## config.mk

```make
export PLATFORM = sky130hd
export DESIGN_NAME = fir_coeff_ctrl
export DESIGN_NICKNAME = d
export VERILOG_FILES = /design/src/rtl/fir_ctrl_pkg.sv /design/src/rtl/fir_coeff_bank.sv /design/src/rtl/fir_coeff_ctrl.sv
export SDC_FILE = /design/constraint.sdc
export NUM_CORES = 1
export LEC_CHECK = 0
export CAP_MARGIN = 20
export CELL_PAD_IN_SITES_DETAIL_PLACEMENT = 1
export CELL_PAD_IN_SITES_GLOBAL_PLACEMENT = 1
export CORE_MARGIN = 2
export CORE_UTILIZATION = 42
export CTS_CLUSTER_SIZE = 14
export DETAILED_ROUTE_END_ITERATION = 12
export GPL_ROUTABILITY_DRIVEN = 0
export GPL_TIMING_DRIVEN = 0
export PLACE_DENSITY_LB_ADDON = 0.25
export SETUP_SLACK_MARGIN = 0.4
export SLEW_MARGIN = 25
export SYNTH_ARGS = -nofsm -noshare
export SYNTH_HDL_FRONTEND = slang
export SYNTH_SLANG_ARGS = --single-unit
```

## constraint.sdc

```tcl
create_clock -name clk -period 2.1 [get_ports clk]
set_input_delay 0.315 -clock clk [delete_from_list [all_inputs] [get_ports clk]]
set_output_delay 0.315 -clock clk [all_outputs]
set_load 0.02 [all_outputs]
```

## src/rtl/fir_ctrl_pkg.sv

```systemverilog
// Shared definitions for the FIR coefficient controller: state encoding and
// the small elaboration-time helpers used to size the flush counter.
package fir_ctrl_pkg;

   localparam logic [1:0] ST_RUN   = 2'd0;
   localparam logic [1:0] ST_FLUSH = 2'd1;
   localparam logic [1:0] ST_SWAP  = 2'd2;

   typedef enum logic [1:0] {
      S_RUN   = ST_RUN,
      S_FLUSH = ST_FLUSH,
      S_SWAP  = ST_SWAP
   } ctrl_state_t;

   // Zero samples needed to push every in-flight product out of the FIR.
   function automatic int flush_cycles(input int coeff_num, input int latency);
      return coeff_num - 1 + latency;
   endfunction

   // Ceiling log2, never below 1 so the result is always a usable width.
   function automatic int clog2(input int value);
      int result;
      result = 0;
      while ((1 << result) < value)
         result = result + 1;
      return (result < 1) ? 1 : result;
   endfunction

endpackage

```

## src/rtl/fir_coeff_bank.sv

```systemverilog
// Shadow/active coefficient register pair: host writes go to shadow, a swap
// copies the whole shadow set into the active set that drives the FIR.
module fir_coeff_bank
   import fir_ctrl_pkg::*;
#(
   parameter int COEFF_NUM  = 8,
   parameter int COEFF_BITS = 16,
   parameter int ADDR_BITS  = 3
)
(
   input  logic                            clk,
   input  logic                            reset_n,
   input  logic                            we,
   input  logic [ADDR_BITS-1:0]            addr,
   input  logic [COEFF_BITS-1:0]           wdata,
   input  logic                            swap,
   output logic [COEFF_BITS-1:0]           rdata,
   output logic [COEFF_NUM*COEFF_BITS-1:0] coeffs
);

   // Shadow spans the full address space; entries past COEFF_NUM are never
   // written, so out-of-range reads naturally return zero.
   localparam int DEPTH = 1 << ADDR_BITS;

   logic [COEFF_BITS-1:0] shadow_reg [DEPTH];
   logic [COEFF_BITS-1:0] active_reg [COEFF_NUM];
   logic [COEFF_BITS-1:0] rdata_reg;
   logic                  addr_ok;

   assign addr_ok = (32'(addr) < COEFF_NUM);

   always_ff @(posedge clk or negedge reset_n) begin
      if (!reset_n) begin
         for (int i = 0; i < DEPTH; i++)
            shadow_reg[i] <= '0;
         for (int i = 0; i < COEFF_NUM; i++)
            active_reg[i] <= '0;
         rdata_reg <= '0;
      end else begin
         // Swap samples the pre-write shadow, so a write in the same cycle
         // only reaches the shadow copy.
         if (swap) begin
            for (int i = 0; i < COEFF_NUM; i++)
               active_reg[i] <= shadow_reg[i];
         end
         if (we && addr_ok)
            shadow_reg[addr] <= wdata;
         rdata_reg <= shadow_reg[addr];
      end
   end

   assign rdata = rdata_reg;

   generate
      for (genvar gi = 0; gi < COEFF_NUM; gi++) begin : g_tap
         assign coeffs[gi*COEFF_BITS +: COEFF_BITS] = active_reg[gi];
      end
   endgenerate

endmodule

```

## src/rtl/fir_coeff_ctrl.sv

```systemverilog
// FIR coefficient controller: gates the FIR clock enable from the input
// stream and performs flush-then-swap coefficient updates on commit.
module fir_coeff_ctrl
   import fir_ctrl_pkg::*;
#(
   parameter int COEFF_NUM  = 8,
   parameter int COEFF_BITS = 16,
   parameter int DIN_BITS   = 16,
   parameter int LATENCY    = 4,
   parameter int ADDR_BITS  = 3
)
(
   input  logic                            clk,
   input  logic                            reset_n,
   input  logic                            in_valid,
   input  logic [DIN_BITS-1:0]             in_data,
   output logic                            in_ready,
   input  logic                            cfg_we,
   input  logic [ADDR_BITS-1:0]            cfg_addr,
   input  logic [COEFF_BITS-1:0]           cfg_wdata,
   output logic [COEFF_BITS-1:0]           cfg_rdata,
   input  logic                            cfg_commit,
   output logic                            cfg_busy,
   output logic                            commit_done,
   output logic                            fir_clken,
   output logic [DIN_BITS-1:0]             fir_din,
   output logic [COEFF_NUM*COEFF_BITS-1:0] fir_coeffs,
   output logic                            flush_active
);

   localparam int FLUSH_CYCLES = flush_cycles(COEFF_NUM, LATENCY);
   localparam int CNT_BITS     = clog2(FLUSH_CYCLES);
   localparam logic [CNT_BITS-1:0] CNT_LOAD = CNT_BITS'(FLUSH_CYCLES - 1);

   ctrl_state_t         state_reg, state_next;
   logic [CNT_BITS-1:0] cnt_reg, cnt_next;
   logic                commit_done_reg, commit_done_next;
   logic                swap;

   always_ff @(posedge clk or negedge reset_n) begin
      if (!reset_n) begin
         state_reg       <= S_RUN;
         cnt_reg         <= '0;
         commit_done_reg <= 1'b0;
      end else begin
         state_reg       <= state_next;
         cnt_reg         <= cnt_next;
         commit_done_reg <= commit_done_next;
      end
   end

   // Commits arriving outside RUN are dropped, not queued.
   always_comb begin
      state_next       = state_reg;
      cnt_next         = cnt_reg;
      commit_done_next = 1'b0;
      swap             = 1'b0;
      case (state_reg)
         S_RUN: begin
            if (cfg_commit) begin
               state_next = S_FLUSH;
               cnt_next   = CNT_LOAD;
            end
         end
         S_FLUSH: begin
            if (cnt_reg == '0)
               state_next = S_SWAP;
            else
               cnt_next = cnt_reg - CNT_BITS'(1);
         end
         S_SWAP: begin
            swap             = 1'b1;
            state_next       = S_RUN;
            commit_done_next = 1'b1;
         end
         default: state_next = S_RUN;
      endcase
   end

   // Stream-side outputs are held low while reset is asserted.
   always_comb begin
      in_ready     = 1'b0;
      fir_clken    = 1'b0;
      fir_din      = '0;
      flush_active = 1'b0;
      if (reset_n) begin
         case (state_reg)
            S_RUN: begin
               in_ready  = 1'b1;
               fir_clken = in_valid;
               fir_din   = in_data;
            end
            S_FLUSH: begin
               fir_clken    = 1'b1;
               flush_active = 1'b1;
            end
            default: ;
         endcase
      end
   end

   assign cfg_busy    = (state_reg != S_RUN);
   assign commit_done = commit_done_reg;

   fir_coeff_bank #(
      .COEFF_NUM  (COEFF_NUM),
      .COEFF_BITS (COEFF_BITS),
      .ADDR_BITS  (ADDR_BITS)
   ) u_bank (
      .clk     (clk),
      .reset_n (reset_n),
      .we      (cfg_we),
      .addr    (cfg_addr),
      .wdata   (cfg_wdata),
      .swap    (swap),
      .rdata   (cfg_rdata),
      .coeffs  (fir_coeffs)
   );

endmodule
```

Word level (Yosys, flattened, before mapping)
Cells that the tools add are included.
{"block": "word_totals", "register_bits": 279, "inputBits": 40, "word_cells": 57}
{"block": "op_classes", "n_lt_le_gt_ge": 2, "muxes": 21, "add_sub_neg": 1, "bitwise_logic": 1, "eq_ne": 5, "reduce_logical": 7}
{"operator": "bitwise mux 128 bit", "count": 1}
{"operator": "2-to-1 mux 16 bit", "count": 5}
{"operator": "binary-select mux 16 bit (select 3 bit)", "count": 1}
{"operator": "demux 16 bit (select 3 bit)", "count": 1}
{"operator": "2-to-1 mux 4 bit", "count": 2}
{"operator": "one-hot mux 4 bit (2 select lines)", "count": 1}
{"operator": "2-to-1 mux 1 bit", "count": 6}
{"operator": "inequality test 2 bit (second input constant)", "count": 3}
{"operator": ">= comparator 4 bit (second input constant)", "count": 1}
{"operator": "zero test 4 bit", "count": 1}
{"operator": "less-than comparator 4 x 1 -> 1 bit (second input constant)", "count": 1}
{"operator": "2-to-1 mux 2 bit", "count": 2}
{"operator": "NOT 3 -> 4 bit", "count": 1}
{"operator": "one-hot mux 2 bit (2 select lines)", "count": 1}
{"operator": "nonzero test 2 bit", "count": 2}
{"operator": "subtractor 4 x 1 -> 4 bit (second input constant)", "count": 1}
{"operator": "AND reduction 3 bit", "count": 1}
{"operator": "== test 2 x 1 -> 1 bit (second input constant)", "count": 1}
{"operator": "== test 2 bit (second input constant)", "count": 1}
{"operator": "zero test 2 bit", "count": 1}
{"operator": "one-hot mux 1 bit (2 select lines)", "count": 1}
{"operator": "AND reduction 2 bit", "count": 1}
{"operator": "logical AND 1 bit", "count": 1}

Logic depth before layout (Yosys ltp)
{"block": "logic_depth", "depth_word": 6, "depth_mapped": 6, "depth_no_buf": 5}

Cells and area by module
A second synthesis with hierarchy kept.
{"block": "hier_totals", "cells_unflattened": 757, "area_unflattened_um2": 11576.1}
{"mod": "fir_coeff_bank", "cells_per_inst": 697, "instances": 1, "area_each_um2": 11068.1}
{"mod": "fir_coeff_ctrl", "cells_per_inst": 60, "instances": 1, "area_each_um2": 508.0}

Least setup slack after synthesis
OpenSTA, ideal clock, no wires.
{"block": "synth_timing", "kind": "register -> output", "startpoint": "reg state_reg[1]", "endpoint": "out fir_din[10]", "path_stages_with_launch": 5, "arrival_ns": 1.509, "n_path_buf": 1, "setup_slack_ns": 0.276, "required_time_ns": 1.785, "cell_sequence": "dfrtp_1 -> or2_2 -> nor2_1 -> buf_2 -> and2_1"}
{"block": "synth_via", "elab_chain_cells": 3}
{"element": "from (decl)", "line_no": "fir_coeff_ctrl.sv:35", "text": "ctrl_state_t state_reg, state_next;"}
{"element": "from (signal assigned)", "line_no": "fir_coeff_ctrl.sv:46", "text": "state_reg <= state_next;"}
{"element": "zero test 2 bit", "line_no": "fir_coeff_ctrl.sv:87", "text": "case (state_reg)"}
{"element": "2-to-1 mux 16 bit", "line_no": "fir_coeff_ctrl.sv:87"}
{"element": "2-to-1 mux 16 bit", "line_no": "fir_coeff_ctrl.sv:86", "text": "if (reset_n) begin"}
{"element": "to (decl)", "line_no": "fir_coeff_ctrl.sv:26", "text": "output logic [DIN_BITS-1:0] fir_din,"}
Every way passes these cells.

Final worst setup path
{"block": "layout_timing", "startpoint": "reg state_reg[0]", "endpoint": "out fir_din[11]"}
Same word-level chain as after synthesis.

==> run metrics <==
Max Cap Viol=0; CP Class=register to output port; layout cells sized above 1=0.278; Inst Count DP=1,600; IO buf count=202; leakage=8.02 nW; CP max-delay cell=dfrtp_1; Worst slew margin=0.520; die area=29,100 um^2; Max Root-Sink Buffers=3; DIE HEIGHT=171 um; IO Count=205; outcome=finished clean; CP Max Fanout=5; GRT Util Overall=0.260; predominant post-synthesis flop cell=dfrtp_1; vias in the first global route=9,562; H-tree levels=1; routed len/inst=22.0 um; Total Wirelength=37,000 um; Die Wd=171 um; P per Cell Area=1100 nW/um^2; RSZ-0062 raised after global routing=true; pin count of the biggest net entering global routing=92; register-to-register setup slack=470 ps; #FFs+latches synth=279; syn_area_per_cell=11.4 um^2; fin crit period=2060 ps; Slew Limit Fails=0; worst path cell trace=or2_4 > nor2_4 > buf_6 > and2_4 > buf_6; Worst-Margin Slew=720 ps; TritonRoute pass-1 iters=5; core area=27,100 um^2; Async SR Flop Fraction=1.00; Final Hold Vio Count=0; largest area contributor in the netlist=dfrtp_1; setup tns final=0 ps; CP Launch Type=register; Final Power=17.2 mW; # clock sinks=279; CTS buffer count=30; Syn Nets=1,065; max incr delay on CP=380 ps; Reg clk slew, reported paths=60 ps; Syn. warnings=0; reg-to-reg endpoint=u_bank.coeffs[82]; top cell type's share of synthesized area=0.599; Crit. End Element=output port; Min-Delay Path Class=input pin to asynchronous set/reset pin; CP dominant cell by count=buf_6; Period Utilization, post-route=0.982; Worst-Skew Late Latency=560 ps; initial antenna violation count=0; Residual DRC=0; top post-synthesis cells by area=dfrtp_1, mux2_2, nand2_1; grt total ovfl=0; routed vias/inst=5.22; number of flops mapped to enable cells by yosys=0; r2r startpoint=state_reg[0]; sequential cell area fraction in the yosys report=0.599; vias=8,769; std cell rows=60; non-filler cells, final=1,681; CTS tree=done; skew final=14.8 ps; maximum vdd drop=0.000697 V; Diodes inserted=0; CP arrival=1750 ps; Layout Area Growth over Synthesis=34.1%; root buffer cell=clkbuf_16; setup violators final=0; FMAX=485 MHz; Mapped Cells=1,023; antenna-violating nets left=0; Worst Path Required=1780 ps; Iteration-0 DRC Markers=560; Starting Density=0.430; first-pass GRT wire length=57,000 um; worst r2r path cells=7; Netlist cell types=39; post-DP HPWL=25,800 um; Final nets=1,331; Cell Area, Synth=11,600 um^2
[area by class of cell]
class                   instances  area (um^2)
flip-flops and latches        279         6980
inverters                       6         25.0
plain buffers                  57          433
well taps                     372          465
clock inverters                 6          110
fillers                      2862        11500
repair buffers                233         2270
multi-input cells             682         4460
clock buffers                  46          872
[placed cells by master (no fill, tap or decap), drive strengths merged, types with 4 or more instances in the layout]
cell type,netlist,final
a22oi,31,31
and2,18,18
buf,25,91
clkbuf,32,59
clkdlybuf4s50,0,35
dfrtp,279,279
dlygate4sd2,0,147
inv,6,6
mux2,175,175
nand2,398,398
nand3,6,6
nor2,6,7
nor2b,4,4
nor3,5,5
nor3b,4,4
o211ai,14,14
[routing by layer]
metal | GRT usage | vias up | wire length [um]
met1 | 0.350 | 4507 | 16100
li1 | - | 3920 | -
met5 | 0 | - | 0
met4 | 0.0948 | 0 | 1250
met3 | 0.0308 | 75 | 1790
met2 | 0.435 | 267 | 17900
[cell usage after synthesis, types with 2 or more instances]
master,count
buf_4,6
ha_1,2
o211ai_1,14
mux2_4,10
nor3_1,2
dfrtp_1,279
nor3_4,2
nand4_2,3
nand2_1,398
clkbuf_1,32
buf_6,7
mux2i_1,2
mux2_2,165
inv_1,5
nand2b_1,2
nor2b_1,4
a221oi_1,2
o21ai_0,2
buf_1,2
nor3b_1,2
buf_2,9
nor2_1,5
nand3_1,5
and2_1,18
a22oi_1,31
[logic make-up (layout without fill, tap and decap cells)]
group	count (synthesis)	in the layout	synth area share
AND/OR/NAND/NOR	450	451	0.162
flip-flops	279	279	0.599
buffers and inverters	63	348	0.0289
multiplexers	177	177	0.174
AO/OA/AOI/OAI	52	52	0.0332
adder cells (fa/ha/maj)	2	2	0.00215
[critical path, delay by kind of cell, from the launching register on]
family                 cells  cell delay (ps)
buffers and inverters      2              250
and+or+nand+nor            3              570
DFF                        1              380
[where the power goes]
part	switching, mW	internal (mW)	leakage, nW
sequential	0.933	6.56	3.55
clock	2.12	3.20	0.470
combinational	2.39	2.04	4.00
total	5.44	11.8	8.02
[worst max path at each step]
stage | start | endpoint | slack, ps | depth (start not counted)
6_report | state_reg[0] | fir_din[11] | 40 | 5
5_1_grt | state_reg[1] | fir_din[11] | -40 | 5
4_1_cts | state_reg[0] | fir_din[13] | -8 | 5
3_5_place_dp | reset_n | fir_din[11] | -550 | 7
3_3_place_gp | reset_n | u_bank.coeffs[12] | -11480 | 1
2_1_floorplan | state_reg[1] | fir_din[10] | 400 | 4
[stage by stage]
stage	util	worst slack, ps	hold WS (ps)	cell area [um^2]
6_report	0.576	37.3	44.0	15600
2_1_floorplan	-	400	19.4	11700
5_1_grt	0.576	-42.8	76.8	15600
4_1_cts	0.572	-7.55	68.9	15500
3_3_place_gp	0.522	-11480	458	14100
3_5_place_dp	0.525	-549	203	14200
[what timing repair did]
action | 4_1_cts | 5_1_grt
pin swaps | 20 | 7
hold buffers | 8 | 0
endpoints found under the hold margin | 64 | 0
endpoints found under the setup margin | 317 | 158
gates cloned | 3 | 0
buffers inserted | 10 | 8
gates resized for setup | 334 | 58
No activity file was read; power rests on OpenSTA's default activity.
